## config.mk

```make
export PLATFORM = sky130hd
export DESIGN_NAME = scancode_converter
export DESIGN_NICKNAME = d
export VERILOG_FILES = /design/src/rtl/ps2_kbd_pkg.sv /design/src/rtl/scancode_lut.sv /design/src/rtl/scancode_converter.sv
export SDC_FILE = /design/constraint.sdc
export NUM_CORES = 1
export LEC_CHECK = 0
export BUFFER_PORTS_ARGS = -buffer_cell sky130_fd_sc_hd__buf_2
export CELL_PAD_IN_SITES_DETAIL_PLACEMENT = 0
export CELL_PAD_IN_SITES_GLOBAL_PLACEMENT = 1
export CORE_MARGIN = 4
export CORE_UTILIZATION = 35
export CTS_CLUSTER_SIZE = 16
export DETAILED_ROUTE_END_ITERATION = 16
export GPL_TIMING_DRIVEN = 1
export PLACE_DENSITY = 0.73
export SLEW_MARGIN = 20
export SYNTH_ARGS = -nofsm -noshare
export SYNTH_HDL_FRONTEND = slang
export SYNTH_SLANG_ARGS = --single-unit
```

## constraint.sdc

```tcl
create_clock -name clk -period 3.3 [get_ports clk]
set_input_delay 0 -clock clk [delete_from_list [all_inputs] [get_ports clk]]
set_output_delay 0 -clock clk [all_outputs]
set_load 0.02 [all_outputs]
```

## src/rtl/ps2_kbd_pkg.sv

```systemverilog
// Shared PS/2 keyboard definitions: set-2 prefix bytes, ignored controller
// bytes, converter states and the internal keycodes used by the ASCII stage.
package ps2_kbd_pkg;

  localparam logic [7:0] SC_EXT   = 8'hE0;
  localparam logic [7:0] SC_BRK   = 8'hF0;
  localparam logic [7:0] SC_PAUSE = 8'hE1;

  // Controller replies and error bytes that never form part of a key sequence
  localparam logic [7:0] SC_BAT_OK   = 8'hAA;
  localparam logic [7:0] SC_ACK      = 8'hFA;
  localparam logic [7:0] SC_ECHO     = 8'hEE;
  localparam logic [7:0] SC_RESEND   = 8'hFE;
  localparam logic [7:0] SC_OVERRUN0 = 8'h00;
  localparam logic [7:0] SC_OVERRUN1 = 8'hFF;

  localparam logic [7:0] KC_INVALID = 8'h00;
  localparam logic [7:0] KC_CAPS    = 8'h2C;
  localparam logic [7:0] KC_SHIFT   = 8'h2D;
  localparam logic [7:0] KC_CTRL    = 8'h2E;
  localparam logic [7:0] KC_ALT     = 8'h2F;
  localparam logic [7:0] KC_ENTER   = 8'h30;

  typedef enum logic [2:0] {
    ST_IDLE    = 3'd0,
    ST_EXT     = 3'd1,
    ST_BRK     = 3'd2,
    ST_EXT_BRK = 3'd3,
    ST_PAUSE   = 3'd4
  } state_e;

  function automatic logic is_ignored(input logic [7:0] b);
    return (b == SC_BAT_OK) || (b == SC_ACK) || (b == SC_ECHO) ||
           (b == SC_RESEND) || (b == SC_OVERRUN0) || (b == SC_OVERRUN1);
  endfunction

endpackage

```

## src/rtl/scancode_lut.sv

```systemverilog
// Combinational set-2 to internal keycode lookup; KC_INVALID (00) means miss.
module scancode_lut
  import ps2_kbd_pkg::*;
(
  input  logic       ext,
  input  logic [7:0] code,
  output logic [7:0] keycode
);

  always_comb begin
    // NOTE: default first so every path assigns keycode and no latch is inferred.
    keycode = KC_INVALID;
    if (ext) begin
      // Extended fake-shift bytes (E0 12, E0 59) fall through as misses
      unique case (code)
        8'h14:   keycode = KC_CTRL;
        8'h11:   keycode = KC_ALT;
        8'h5A:   keycode = KC_ENTER;
        8'h4A:   keycode = 8'h59;
        default: keycode = KC_INVALID;
      endcase
    end else begin
      unique case (code)
        8'h1C: keycode = 8'h01; 8'h32: keycode = 8'h02; 8'h21: keycode = 8'h03;
        8'h23: keycode = 8'h04; 8'h24: keycode = 8'h05; 8'h2B: keycode = 8'h06;
        8'h34: keycode = 8'h07; 8'h33: keycode = 8'h08; 8'h43: keycode = 8'h09;
        8'h3B: keycode = 8'h0A; 8'h42: keycode = 8'h0B; 8'h4B: keycode = 8'h0C;
        8'h3A: keycode = 8'h0D; 8'h31: keycode = 8'h0E; 8'h44: keycode = 8'h0F;
        8'h4D: keycode = 8'h10; 8'h15: keycode = 8'h11; 8'h2D: keycode = 8'h12;
        8'h1B: keycode = 8'h13; 8'h2C: keycode = 8'h14; 8'h3C: keycode = 8'h15;
        8'h2A: keycode = 8'h16; 8'h1D: keycode = 8'h17; 8'h22: keycode = 8'h18;
        8'h35: keycode = 8'h19; 8'h1A: keycode = 8'h1A;
        8'h45: keycode = 8'h1B; 8'h16: keycode = 8'h1C; 8'h1E: keycode = 8'h1D;
        8'h26: keycode = 8'h1E; 8'h25: keycode = 8'h1F; 8'h2E: keycode = 8'h20;
        8'h36: keycode = 8'h21; 8'h3D: keycode = 8'h22; 8'h3E: keycode = 8'h23;
        8'h46: keycode = 8'h24;
        8'h0E: keycode = 8'h25; 8'h4E: keycode = 8'h26; 8'h55: keycode = 8'h27;
        8'h5D: keycode = 8'h28; 8'h66: keycode = 8'h29; 8'h29: keycode = 8'h2A;
        8'h58: keycode = KC_CAPS;
        8'h12, 8'h59: keycode = KC_SHIFT;
        8'h14: keycode = KC_CTRL;  8'h11: keycode = KC_ALT;
        8'h5A: keycode = KC_ENTER;
        8'h54: keycode = 8'h4E; 8'h5B: keycode = 8'h4F; 8'h4C: keycode = 8'h50;
        8'h52: keycode = 8'h51; 8'h41: keycode = 8'h52; 8'h49: keycode = 8'h53;
        8'h4A: keycode = 8'h54;
        8'h7C: keycode = 8'h55; 8'h7B: keycode = 8'h56; 8'h79: keycode = 8'h57;
        8'h71: keycode = 8'h58;
        default: keycode = KC_INVALID;
      endcase
    end
  end

endmodule

```

## src/rtl/scancode_converter.sv

```systemverilog
// Strips E0/F0/E1 prefixes from set-2 bytes and emits one keycode strobe per
// make/break. Define TYPEMATIC_FILTER_EN to suppress auto-repeat makes.
module scancode_converter
  import ps2_kbd_pkg::*;
#(
  parameter logic [23:0] PREFIX_TIMEOUT = 24'd2_500_000,
  parameter logic [2:0]  PAUSE_SKIP     = 3'd7
) (
  input  logic       clk,
  input  logic       rst,
  input  logic       ps2_data_stb,
  input  logic [7:0] ps2_data,
  input  logic       ps2_err,
  output logic       key_data_stb,
  output logic       key_broken,
  output logic [7:0] key_data,
  output logic       seq_dropped
);

  state_e      state;
  logic [23:0] timeout_cnt;
  logic [2:0]  skip_cnt;
  logic [7:0]  lut_code;
  logic        is_ext;
  logic        is_break;
  logic        in_prefix;
  logic        lookup_now;
  logic        emit;

  assign is_ext    = (state == ST_EXT) || (state == ST_EXT_BRK);
  assign is_break  = (state == ST_BRK) || (state == ST_EXT_BRK);
  assign in_prefix = (state == ST_EXT) || (state == ST_BRK) || (state == ST_EXT_BRK);

  scancode_lut u_lut (
    .ext     (is_ext),
    .code    (ps2_data),
    .keycode (lut_code)
  );

`ifdef TYPEMATIC_FILTER_EN
  logic [7:0] last_make;
`endif

  always_comb begin
    lookup_now = 1'b0;
    unique case (state)
      ST_IDLE:    lookup_now = !(ps2_data == SC_EXT || ps2_data == SC_BRK ||
                                 ps2_data == SC_PAUSE || is_ignored(ps2_data));
      ST_EXT:     lookup_now = (ps2_data != SC_BRK);
      ST_BRK,
      ST_EXT_BRK: lookup_now = 1'b1;
      default:    lookup_now = 1'b0;
    endcase
    emit = ps2_data_stb && !ps2_err && lookup_now && (lut_code != KC_INVALID);
`ifdef TYPEMATIC_FILTER_EN
    if (!is_break && lut_code == last_make) emit = 1'b0;
`endif
  end

  // NOTE: all state below uses non-blocking assignments so every register
  // samples pre-edge values regardless of statement order.
  always_ff @(posedge clk or posedge rst) begin
    if (rst) begin
      state        <= ST_IDLE;
      timeout_cnt  <= '0;
      skip_cnt     <= '0;
      key_data_stb <= 1'b0;
      key_broken   <= 1'b0;
      key_data     <= 8'h00;
      seq_dropped  <= 1'b0;
`ifdef TYPEMATIC_FILTER_EN
      last_make    <= 8'h00;
`endif
    end else begin
      key_data_stb <= 1'b0;
      seq_dropped  <= 1'b0;
      if (ps2_err) begin
        state       <= ST_IDLE;
        timeout_cnt <= '0;
        skip_cnt    <= '0;
        seq_dropped <= 1'b1;
      end else if (ps2_data_stb) begin
        timeout_cnt <= '0;
        unique case (state)
          ST_IDLE: begin
            if (ps2_data == SC_EXT)        state <= ST_EXT;
            else if (ps2_data == SC_BRK)   state <= ST_BRK;
            else if (ps2_data == SC_PAUSE) begin
              state    <= ST_PAUSE;
              skip_cnt <= PAUSE_SKIP;
            end
          end
          ST_EXT:  state <= (ps2_data == SC_BRK) ? ST_EXT_BRK : ST_IDLE;
          ST_PAUSE: begin
            if (skip_cnt <= 3'd1) begin
              state    <= ST_IDLE;
              skip_cnt <= '0;
            end else begin
              skip_cnt <= skip_cnt - 3'd1;
            end
          end
          default: state <= ST_IDLE;
        endcase
        if (emit) begin
          key_data_stb <= 1'b1;
          key_data     <= lut_code;
          key_broken   <= is_break;
`ifdef TYPEMATIC_FILTER_EN
          if (!is_break)                   last_make <= lut_code;
          else if (lut_code == last_make)  last_make <= 8'h00;
`endif
        end
      end else if (in_prefix) begin
        // Abandon a prefix whose follow-up byte never arrived
        if (timeout_cnt == PREFIX_TIMEOUT - 24'd1) begin
          state       <= ST_IDLE;
          timeout_cnt <= '0;
          seq_dropped <= 1'b1;
        end else begin
          timeout_cnt <= timeout_cnt + 24'd1;
        end
      end
    end
  end

endmodule

```

==> results.md, run 1 <==
- Result of the run: finished clean
- Setup repair after global routing missed its margin: no
- Highest ir drop seen on vdd: 204.4 µV
- Flops & latches, synth: 40
- GRT Resource Usage Total: 16.07%
- Routed wire length: 9153 µm
- Post-CTS setup-driven buffer insertion count: 0
- Crit path required time: 3.47 ns
- Number of instances resized during post-cts repair: 0
- CTS Buf Count: 5
- Fraction of final layout cells with drive strength greater than 1: 12.30%
- Fill cell total of the finished layout: 1023
- First-pass iteration count of the detailed router: 5
- Initial standard-cell utilization of the core: 35.91%
- Max Cap Violations: 0
- Part of the Yosys area used for sequential elements: 28.65%
- Area of the die: 11640 µm²
- Total number of vias: 3201
- Worst Max-Slew Pin Slew: 0.8117 ns
- Yosys cell types: 76
- Placed cell count: 561
- H-Tree Level Count: 2
- Die Y: 107.9 µm
- Total grt overflow: 0
- Global-route wire length before repair: 15370 µm
- Average via count per standard cell: 5.596
- Final number of max-transition violations: 0
- DRC Markers: 0
- Count of standard-cell rows: 36
- Max Freq: 0.3902 GHz
- Area Overhead vs Synth: 8.202%
- Count of antenna diodes in the layout: 0
- Synth Warn #: 0
- Sum of internal, switching and leakage power: 1332 µW
- Number of hold buffers added after CTS: 3
- DR iter-0 viols: 162
- IO Count: 23
- Critical path arrival: 2.73 ns
- HPWL after detailed placement: 6581 µm
- Clock network latency to the later pin of the worst-skew pair: 0.29 ns
- Utilization after layout: 38.85%
- Category of the critical setup timing path: primary input to flip-flop
- Normalized max-slew margin: 45.89%
- CTS tree: yes
- Final Hold Fails: 0
- Syn_area_per_cell: 8.181 µm²
- Final instance count without filler cells: 572
- Input/output buffers: 21
- Routed len/inst: 16.00 µm
- Final setup vio count: 0
- Maximum buffer depth of the clock tree: 2
- Mapped Cells: 427
- Floorplan core area: 9729 µm²
- Leakage component of the power: 0.001530 µW
- Antenna violations before repair: 0
- Power per unit of standard cell area: 352.3 nW/µm²
- Clock root buffer master: sky130_fd_sc_hd__clkbuf_8
- Clock tree sinks: 40
- Max Fanout on Critical Path: 15
- Number of nets produced by synthesis: 450
- Period minus WS final: 2.563 ns
- Largest clock skew in the final design: 0.006059 ns
- Final period util: 77.66%
- Type of element launching the critical path: primary input
- Register clock-pin slew on the reported worst setup and hold paths: 0.08 ns
- Number of nets in the finished design: 461
- Post-synth EDFFs: 0
- Worst hold path type: primary input to flip-flop
- Post-synth ARST share: 100.0%
- Hold slack: 0.2076 ns
- Pin count of the biggest net entering global routing: 49
- Gp weighted congestion: 0.9870
- Sort of element at the end of the critical path: flip-flop
- Top_reg_cell synth: sky130_fd_sc_hd__dfrtp_1
- Width of the die: 107.9 µm
- Cell area after synthesis: 3493 µm²
- Vias in the first global route: 2997
- Count of nets left with antenna violations after detail routing: 0
- Sum Neg Setup Slack: 0 ns
## layer usage
metal | global-route usage (%) | up-vias | share of wire (%)
met2 | 25.40 | 100 | 45
li1 | - | 1576 | -
met4 | 6.673 | 0 | 3.7
met1 | 22.07 | 1499 | 48
met5 | 0 | - | 0
met3 | 2.160 | 26 | 3.7
## critical path, cell delays in order
cell and delay [ns]:
sky130_fd_sc_hd__buf_2 0.24, sky130_fd_sc_hd__inv_1 0.15, sky130_fd_sc_hd__ha_1 0.48, sky130_fd_sc_hd__mux2_2 0.22, sky130_fd_sc_hd__a21boi_1 0.07, sky130_fd_sc_hd__a2111oi_1 0.47, sky130_fd_sc_hd__o32ai_1 0.22, sky130_fd_sc_hd__and3_4 0.25
sky130_fd_sc_hd__a41oi_4 0.30, sky130_fd_sc_hd__mux2_4 0.32
## cell usage after synthesis (all sizes together) (8+ instances only)
library cell  instances  area (µm²)
nand2                45       171.4
nor2                 41       156.4
dfrtp                40        1001
o21ai                28       143.9
buf                  24       175.2
a21oi                23       118.9
nand3                21       105.1
inv                  18       67.56
nand2b               15       96.34
ha                   11       137.6
mux2i                11       110.1
nor3                 11       55.05
xor2                 10       87.58
nand4                 8       50.05
nor2b                 8       50.05
## flip-flops by register name, indices dropped and copies added, names as in the netlist
| register | flops |
|---|---|
| key_data_stb | 1 |
| key_broken | 1 |
| state | 3 |
| timeout_cnt | 24 |
| key_data | 7 |
| seq_dropped | 1 |
| skip_cnt | 3 |
## logic make-up after synthesis
| group | after synthesis | synth area share [%] |
|---|---|---|
| xor gates and xnor gates | 16 | 4.011 |
| DFF | 40 | 28.65 |
| and+or+nand+nor | 192 | 28.76 |
| buffers and inverters | 43 | 7.056 |
| adders and majority gates | 11 | 3.940 |
| other | 1 | 0.1073 |
| muxes | 17 | 6.053 |
| AOI/OAI and AO/OA | 107 | 21.42 |
## cell usage in the layout (no fill, tap or decap), types with 5 or more instances in the layout
cell type / n
sky130_fd_sc_hd__o21ai_0: 22
sky130_fd_sc_hd__a21oi_1: 22
sky130_fd_sc_hd__o22ai_1: 5
sky130_fd_sc_hd__nor2b_1: 8
sky130_fd_sc_hd__nand3b_1: 6
sky130_fd_sc_hd__o21ai_1: 5
sky130_fd_sc_hd__mux2i_1: 11
sky130_fd_sc_hd__a211oi_1: 6
sky130_fd_sc_hd__or3_1: 7
sky130_fd_sc_hd__xor2_1: 10
sky130_fd_sc_hd__xnor2_1: 6
sky130_fd_sc_hd__inv_1: 18
sky130_fd_sc_hd__clkbuf_8: 7
sky130_fd_sc_hd__nand2b_1: 14
sky130_fd_sc_hd__nor3_1: 11
sky130_fd_sc_hd__ha_1: 11
sky130_fd_sc_hd__buf_4: 5
sky130_fd_sc_hd__buf_2: 21
sky130_fd_sc_hd__nand3_1: 21
sky130_fd_sc_hd__o211ai_1: 6
sky130_fd_sc_hd__nand4_1: 8
sky130_fd_sc_hd__and2_1: 5
sky130_fd_sc_hd__o21bai_1: 5
sky130_fd_sc_hd__nand2_1: 44
sky130_fd_sc_hd__dfrtp_1: 40
sky130_fd_sc_hd__and3b_1: 5
sky130_fd_sc_hd__nor2_1: 40
## through the flow
| stage | area, µm² | setup WS [ns] |
|---|---|---|
| after floorplan | 3493 | 0.9410 |
| after global placement | 3623 | 0.6261 |
| after detailed placement | 3623 | 0.5425 |
| after CTS | 3780 | 0.7285 |
| after global routing | 3780 | 0.5809 |
| final | 3780 | 0.7372 |
## layout make-up
cell class | instances | area [µm²] | area share [%]
timing repair buffer | 29 | 172.7 | 4.568
sequential | 40 | 1001 | 26.48
inverter | 18 | 67.56 | 1.787
tap | 133 | 166.4 | 4.403
clock buffer | 7 | 96.34 | 2.549
clock inverter | 1 | 30.03 | 0.7944
multi-input combinational | 344 | 2246 | 59.42
## worst paths after layout
path	startpoint	end	slack, ns	cells after the start
setup / recovery	ps2_data[1]	key_data[2]	0.74	10
hold / removal	ps2_data[4]	state[1]	0.21	3
setup reg to reg	timeout_cnt[22]	state[0]	0.80	7
hold reg to reg	key_data[6]	key_data[6]	0.52	2
max in group asynchronous	rst	key_data[1]	2.56	4
min in group asynchronous	rst	timeout_cnt[3]	0.38	4
## power by group
group          internal (µW)  leakage (µW)  total (µW)  switching (µW)
Combinational            126      0.000923         348             222
Clock                    267     0.0000645         439             172
Sequential               522      0.000543         544            22.3
(Power assumes the default switching activity.)
==> run 2: changes to the inputs <==
--- a/config.mk
+++ b/config.mk
@@ -5,6 +5,7 @@
 export SDC_FILE = /design/constraint.sdc
 export NUM_CORES = 1
 export LEC_CHECK = 0
+export ABC_AREA = 1
 export BUFFER_PORTS_ARGS = -buffer_cell sky130_fd_sc_hd__buf_2
 export CELL_PAD_IN_SITES_DETAIL_PLACEMENT = 0
 export CELL_PAD_IN_SITES_GLOBAL_PLACEMENT = 1
@@ -13,7 +14,7 @@
 export CTS_CLUSTER_SIZE = 16
 export DETAILED_ROUTE_END_ITERATION = 16
 export GPL_TIMING_DRIVEN = 1
-export PLACE_DENSITY = 0.73
+export PLACE_DENSITY = 0.76
 export SLEW_MARGIN = 20
 export SYNTH_ARGS = -nofsm -noshare
 export SYNTH_HDL_FRONTEND = slang
==> constraint.sdc (replaced) <==
create_clock -name clk -period 2.51 [get_ports clk]
set_input_delay 0 -clock clk [delete_from_list [all_inputs] [get_ports clk]]
set_output_delay 0 -clock clk [all_outputs]
set_load 0.02 [all_outputs]
==> run 2 against run 1 <==
Synthesized area down 3.2%. Die area decreased by 3.0%. Flip-flop and latch count unchanged. Hold slack worse by 0.12 ns. Cell count up 20%. First-iteration DRC count rose by 36%. Clock skew is 0.0042 ns higher. Design area decreased by 2.0%.
==> results.md, run 2 <==
- Result of the run: finished clean
- CTS Buf Count: 5
- Normalized max-slew margin: 49.11%
- Post-synth EDFFs: 0
- Cell types with the largest area share after synthesis: sky130_fd_sc_hd__dfrtp_1, sky130_fd_sc_hd__nand2_1, sky130_fd_sc_hd__nand3_1
- Utilization after layout: 39.70%
- Period minus WS final: 2.182 ns
- Routed len/inst: 13.34 µm
- Fill cell total of the finished layout: 1028
- Seq. cell area: 1001 µm²
- Maximum buffer depth of the clock tree: 2
- Fraction of final layout cells with drive strength greater than 1: 10.91%
- HPWL after detailed placement: 7234 µm
- Worst Max-Slew Pin Slew: 0.7625 ns
- Pin count of the biggest net entering global routing: 23
- Count of standard-cell rows: 35
- Leading cell type by number of instances after synthesis: sky130_fd_sc_hd__nand2_1
- Mapped Cells: 536
- Worst hold path type: primary input to flip-flop
- Power per unit of standard cell area: 420.6 nW/µm²
- Yosys cell types: 39
- Top cell type by total area after synthesis: sky130_fd_sc_hd__dfrtp_1
- Clock root buffer master: sky130_fd_sc_hd__clkbuf_8
- Average via count per standard cell: 5.177
- Dominant combinational cell family by area after synthesis: simple AND/OR/NAND/NOR gates
- Leading cell types in the layout, fill and taps excluded: sky130_fd_sc_hd__nand2_1, sky130_fd_sc_hd__nand3_1, sky130_fd_sc_hd__inv_1
- GRT Resource Usage Total: 16.89%
- First-pass iteration count of the detailed router: 5
- Total number of vias: 3562
- Category of the critical setup timing path: flip-flop to flip-flop
- Part of the Yosys area used for sequential elements: 29.60%
- Type of element launching the critical path: flip-flop
- Placed cell count: 678
- H-Tree Level Count: 2
- Area of the die: 11300 µm²
- CTS tree: yes
- Final Hold Fails: 0
- Max Freq: 0.4583 GHz
- Post-synth ARST share: 100.0%
- Area Overhead vs Synth: 9.508%
- Share of synthesized area spent on multiplexers: 0%
- Area of the multi-input gates: 2048 µm²
- Floorplan core area: 9328 µm²
- Fraction of the mapped netlist area in compound gates: 10.51%
- Top post-synthesis cells by count: sky130_fd_sc_hd__nand2_1, sky130_fd_sc_hd__nand3_1, sky130_fd_sc_hd__inv_1
- Cell area after synthesis: 3382 µm²
- Global-route wire length before repair: 15870 µm
- Flip-flop count of the largest register after layout: 24
- Xor/xnor cell area share of the yosys netlist: 2.331%
- Count of nets left with antenna violations after detail routing: 0
- Largest registers in the final layout: timeout_cnt: 24 flops, key_data: 7 flops
- Routed wire length: 9181 µm
- Most common cell after layout, fill and taps aside: sky130_fd_sc_hd__nand2_1
- Critical path arrival: 2.35 ns
- Register clock-pin slew on the reported worst setup and hold paths: 0.08 ns
- Width of the die: 106.3 µm
- Die Y: 106.3 µm
- Fraction of the mapped netlist area in adder cells: 4.070%
- Initial standard-cell utilization of the core: 36.26%
- Number of nets in the finished design: 582
- Final setup vio count: 0
- Input/output buffers: 21
- Sw frac: 35.31%
- Max Fanout on Critical Path: 9
- Synth Warn #: 0
- Simple-gate portion of the synthesized area: 43.54%
- Number of nets produced by synthesis: 559
- Final period util: 86.93%
- Antenna violations before repair: 0
- Max Cap Violations: 0
- Vias in the first global route: 3311
- Share of power burned in the clock network: 26.0%
- DR iter-0 viols: 221
- Internal power: 1008 µW
- Switching power total: 550.0 µW
- Post-CTS setup-driven buffer insertion count: 0
- Area fraction of the dominant cell type after synthesis: 29.60%
- Setup repair after global routing missed its margin: no
- Flops & latches, synth: 40
- Seq pwr share: 45.2%
- Clock tree sinks: 40
- IO Count: 23
- Top_reg_cell synth: sky130_fd_sc_hd__dfrtp_1
- Final number of max-transition violations: 0
- Sort of element at the end of the critical path: flip-flop
- DRC Markers: 0
- Slack of the critical path: 0.3281 ns
- Sum Neg Setup Slack: 0 ns
- Leakage component of the power: 0.001879 µW
- Crit path required time: 2.67 ns
- Final instance count without filler cells: 688
- Clock network latency to the later pin of the worst-skew pair: 0.29 ns
- Total grt overflow: 0
- Syn_area_per_cell: 6.310 µm²
- Hold slack: 0.08659 ns
- Top reg by flops: timeout_cnt
- Largest clock skew in the final design: 0.01029 ns
- Highest ir drop seen on vdd: 177.4 µV
- Count of antenna diodes in the layout: 0
- Proportion of power drawn by combinational gates: 28.8%
- Post-placement setup slack: 0.2924 ns
- Gp weighted congestion: 0.9403
==> run 2: critical path: stages (launching register included) <==
cell                       delay [ns]
sky130_fd_sc_hd__dfrtp_1         0.40
sky130_fd_sc_hd__ha_1            0.18
sky130_fd_sc_hd__nand2_1         0.08
sky130_fd_sc_hd__nor2_1          0.13
sky130_fd_sc_hd__nand4_1         0.11
sky130_fd_sc_hd__nor2_1          0.13
sky130_fd_sc_hd__nand3_1         0.12
sky130_fd_sc_hd__nand2_1         0.13
sky130_fd_sc_hd__nand2_1         0.20
sky130_fd_sc_hd__inv_1           0.28
sky130_fd_sc_hd__buf_4           0.22
sky130_fd_sc_hd__a311oi_1        0.05
==> run 2: through the flow <==
stage / cell area (µm²) / power (µW)
final: 3704 / 1558
after global routing: 3704 / 1667
after CTS: 3704 / 1571
after detailed placement: 3596 / 1162
after global placement: 3596 / 1162
after floorplan: 3382 / 1036
==> run 2: routing by layer <==
| metal | vias up | track usage (%) | wire length (µm) |
|---|---|---|---|
| met4 | 0 | 6.383 | 340 |
| met1 | 1605 | 23.13 | 4205 |
| met5 | - | 0 | 0 |
| met3 | 31 | 2.004 | 565 |
| li1 | 1786 | - | - |
| met2 | 140 | 27.24 | 4070 |
==> run 2: cells by family (layout without fill, tap and decap cells) <==
family	count (synthesis)	after routing
AND/OR/NAND/NOR	334	334
other	1	1
XOR/XNOR	9	9
buffers and inverters	78	101
flip-flops	40	40
adder cells (fa/ha/maj)	11	11
AO/OA/AOI/OAI	63	63
==> run 2: layout make-up <==
type / instances / share of cell area [%]
clock inverter: 1 / 0.1351
inverter: 66 / 6.757
clock buffer: 6 / 1.959
timing repair buffer: 28 / 4.459
tap: 129 / 4.358
sequential: 40 / 27.03
multi-input combinational: 418 / 55.30
==> run 2: worst paths after layout <==
path	start	end	slack, ns	cells past startpoint
setup reg to reg	timeout_cnt[0]	timeout_cnt[9]	0.33	11
min in group asynchronous	rst	key_data[1]	0.39	3
setup / recovery	timeout_cnt[0]	timeout_cnt[9]	0.33	11
hold reg to reg	key_data[0]	key_data[0]	0.47	2
max in group asynchronous	rst	timeout_cnt[13]	1.46	4
hold / removal	ps2_err	timeout_cnt[1]	0.09	4
==> run 2: repair_timing <==
item                                   in CTS  in global routing
hold buffers                                3                  0
resized for setup                           0                  0
endpoints found under the hold margin      20                  0
==> run 2: power groups by stage <==
stage	clock (µW)	sequential, µW	combinational (µW)
2_1_floorplan	0	756	280
3_3_place_gp	0	718	444
3_5_place_dp	0	718	444
4_1_cts	417	705	449
5_1_grt	449	711	507
6_report	405	704	449
==> run 3: changes to the inputs <==
--- a/config.mk
+++ b/config.mk
@@ -18,4 +18,5 @@
 export SLEW_MARGIN = 20
 export SYNTH_ARGS = -nofsm -noshare
 export SYNTH_HDL_FRONTEND = slang
+export SYNTH_HIERARCHICAL = 1
 export SYNTH_SLANG_ARGS = --single-unit
==> run 3 against run 2 <==
Routed wire length increased by 7.6%. Cell count increased by 9.9%. Via count increased by 5.2%. Combinational power increased by 11%. Die area increased by 6.6%. Core utilization increased by 1.4 points. Hold slack got worse by 0.020 ns. Global-route usage increased by 0.37 points. Critical path depth increased by 4. First-iteration DRC count increased by 31%.
==> results.md, run 3 <==
- Result of the run: finished clean
- Max Freq: 0.4458 GHz
- Worst hold path cell count: 4
- Sw frac: 33.77%
- Most common cell after layout, fill and taps aside: sky130_fd_sc_hd__nand2_1
- Sum Neg Setup Slack: 0 ns
- Flops & latches, synth: 41
- Register clock-pin slew on the reported worst setup and hold paths: 0.08 ns
- Count of nets left with antenna violations after detail routing: 0
- Sort of element at the end of the critical path: flip-flop
- Leading cell type by number of instances after synthesis: sky130_fd_sc_hd__nand2_1
- Register-to-register setup slack: 0.27 ns
- Area fraction of the dominant cell type after synthesis: 28.31%
- Mapped Cells: 589
- Leading cell types in the layout, fill and taps excluded: sky130_fd_sc_hd__nand2_1, sky130_fd_sc_hd__nor2_1, sky130_fd_sc_hd__inv_1, sky130_fd_sc_hd__nand3_1, sky130_fd_sc_hd__dfrtp_1
- Seq pwr share: 41.0%
- Worst Max-Slew Pin Slew: 0.7562 ns
- Area Overhead vs Synth: 12.32%
- Routed wire length: 9878 µm
- HPWL after detailed placement: 7886 µm
- Post-synth EDFFs: 0
- Clock root buffer master: sky130_fd_sc_hd__clkbuf_8
- Die Y: 109.8 µm
- Vias in the first global route: 3562
- Largest registers in the final layout: timeout_cnt: 24 flops, key_data: 8 flops
- Depth of the worst register-to-register path: 15
- Proportion of power drawn by combinational gates: 27.8%
- Top post-synthesis cells by count: sky130_fd_sc_hd__nand2_1, sky130_fd_sc_hd__nor2_1, sky130_fd_sc_hd__inv_1
- Area of the die: 12050 µm²
- Internal power: 1191 µW
- Crit path required time: 2.70 ns
- DRC Markers: 0
- Final period util: 89.36%
- Top cell type by total area after synthesis: sky130_fd_sc_hd__dfrtp_1
- Switching power total: 607.0 µW
- Area of the multi-input gates: 2282 µm²
- GRT Resource Usage Total: 17.26%
- Cell types with the largest area share after synthesis: sky130_fd_sc_hd__dfrtp_1, sky130_fd_sc_hd__nand2_1, sky130_fd_sc_hd__nor2_1
- Seq. cell area: 1026 µm²
- Normalized max-slew margin: 49.27%
- Total grt overflow: 0
- Count of standard-cell rows: 36
- Clock network latency to the later pin of the worst-skew pair: 0.29 ns
- Startpoint of the worst-slack reg-to-reg timing path: state[2]
- Launch instance of the worst min-delay path: ps2_err
- Synth Warn #: 6
- Floorplan core area: 9910 µm²
- Fraction of final layout cells with drive strength greater than 1: 13.64%
- Width of the die: 109.8 µm
- Category of the critical setup timing path: flip-flop to flip-flop
- Syn_area_per_cell: 6.154 µm²
- Initial standard-cell utilization of the core: 36.58%
- Critical path arrival: 2.43 ns
- Share of power burned in the clock network: 31.2%
- Utilization after layout: 41.09%
- Antenna violations before repair: 0
- Number of nets produced by synthesis: 612
- Final Hold Fails: 0
- Maximum buffer depth of the clock tree: 2
- CTS Buf Count: 5
- Total number of vias: 3749
- Input/output buffers: 22
- Max Cap Violations: 0
- Period minus WS final: 2.243 ns
- Top reg by flops: timeout_cnt
- Yosys cell types: 41
- CTS tree: yes
- Flip-flop count of the largest register after layout: 24
- Gp weighted congestion: 0.9592
- Highest ir drop seen on vdd: 193.4 µV
- IO Count: 23
- Top_reg_cell synth: sky130_fd_sc_hd__dfrtp_1
- Final setup vio count: 0
- Largest clock skew in the final design: 0.007309 ns
- Clock tree sinks: 41
- Routed len/inst: 13.07 µm
- Cell area after synthesis: 3625 µm²
- Setup repair after global routing missed its margin: no
- Final number of max-transition violations: 0
- Average via count per standard cell: 4.959
- Post-synth ARST share: 100.0%
- Fill cell total of the finished layout: 1089
- Capture endpoint of the worst hold path: timeout_cnt[4]
- Worst flop-to-flop path endpoint: key_data[4]
- Part of the Yosys area used for sequential elements: 28.31%
- Leakage component of the power: 0.002037 µW
- Count of antenna diodes in the layout: 0
- Number of nets in the finished design: 645
- Global-route wire length before repair: 17040 µm
- First-pass iteration count of the detailed router: 11
- Worst hold path type: primary input to flip-flop
- H-Tree Level Count: 2
- Type of element launching the critical path: flip-flop
- Pin count of the biggest net entering global routing: 23
- Max Fanout on Critical Path: 10
- DR iter-0 viols: 289
- Power per unit of standard cell area: 441.5 nW/µm²
[run 3: cell types whose count changed in the layout (fill, tap and decap cells not counted), sizes merged, moves of 3 or more]
cell / change
o21ai: +15
buf: +8
or2: -3
nand4: -3
nand2: +36
nand3: -7
nor3: +3
nor2: +31
a21oi: -12
xor2: -6
[run 3: through the flow]
| step | std cells | setup slack (ns) | area, µm² | hold WS (ns) | total power [µW] |
|---|---|---|---|---|---|
| floorplan | 589 | 0.5225 | 3625 | 0.09759 | 1092 |
| global placement | 746 | 0.2925 | 3926 | 0.07619 | 1249 |
| detailed placement | 746 | 0.2272 | 3926 | 0.08145 | 1249 |
| CTS | 756 | 0.2199 | 4066 | 0.05744 | 1816 |
| global route | 756 | 0.01512 | 4071 | 0.07376 | 1907 |
| finish | 756 | 0.2670 | 4071 | 0.06665 | 1798 |
[run 3: worst max path at each step]
stage	cells after the start	endpoint	slack, ns	start
floorplan	14	key_broken	0.52	state[2]
global placement	15	key_data[0]	0.29	state[2]
detailed placement	15	key_data[4]	0.23	state[2]
CTS	15	key_data[4]	0.22	state[2]
global route	15	key_data[4]	0.02	state[2]
finish	15	key_data[4]	0.27	state[2]
[run 3: critical path, stage by stage, from the launching register on]
cell and delay [ns]:
sky130_fd_sc_hd__dfrtp_1 0.43, sky130_fd_sc_hd__inv_2 0.15, sky130_fd_sc_hd__nand2_1 0.09, sky130_fd_sc_hd__inv_1 0.15, sky130_fd_sc_hd__inv_1 0.14, sky130_fd_sc_hd__nor3_2 0.22, sky130_fd_sc_hd__nand2_1 0.08, sky130_fd_sc_hd__nand2_1 0.06
sky130_fd_sc_hd__inv_1 0.03, sky130_fd_sc_hd__nand2_1 0.08, sky130_fd_sc_hd__nor4_1 0.06, sky130_fd_sc_hd__buf_4 0.13, sky130_fd_sc_hd__a21oi_4 0.26, sky130_fd_sc_hd__nand2_4 0.13, sky130_fd_sc_hd__nand2_1 0.08, sky130_fd_sc_hd__nand2_1 0.04
[run 3: cell families after synthesis]
logic type                 after synthesis  share of synthesized area (%)
adders and majority gates               11                          3.797
AOI/OAI and AO/OA                       60                          9.700
xor gates and xnor gates                 4                         0.9667
other                                    1                         0.1035
buffers and inverters                   79                          8.871
and+or+nand+nor                        393                          48.26
DFF                                     41                          28.31
[run 3: what timing repair did]
| action | CTS | global route |
|---|---|---|
| buffers inserted | 0 | 0 |
| resized for setup | 0 | 1 |
| hold buffers | 2 | 0 |
| setup endpoints to repair | 0 | 9 |
| hold endpoints to repair | 20 | 0 |
[run 3: cell type report]
class,count,share of cell area (%)
multi-input cells,469,56.05
flip-flops and latches,41,25.20
inverters,70,6.484
repair buffers,35,5.224
well taps,133,4.087
clock buffers,6,2.028
clock inverters,2,0.9219
[run 3: per-layer routing]
| layer | share of wire, % | wire length, µm | track usage, % | vias to the layer above |
|---|---|---|---|---|
| met2 | 44 | 4358 | 26.77 | 128 |
| met4 | 0.49 | 48 | 3.473 | 0 |
| met1 | 50 | 4930 | 25.93 | 1671 |
| met3 | 5.5 | 541 | 1.703 | 4 |
| met5 | 0 | 0 | 0 | - |
| li1 | - | - | - | 1946 |
[run 3: power groups by stage]
| stage | combinational, µW | clock [µW] | sequential, µW |
|---|---|---|---|
| 6_report | 500 | 561 | 737 |
| 5_1_grt | 565 | 599 | 743 |
| 4_1_cts | 502 | 577 | 738 |
| 3_5_place_dp | 499 | 0 | 750 |
| 3_3_place_gp | 499 | 0 | 750 |
| 2_1_floorplan | 306 | 0 | 787 |
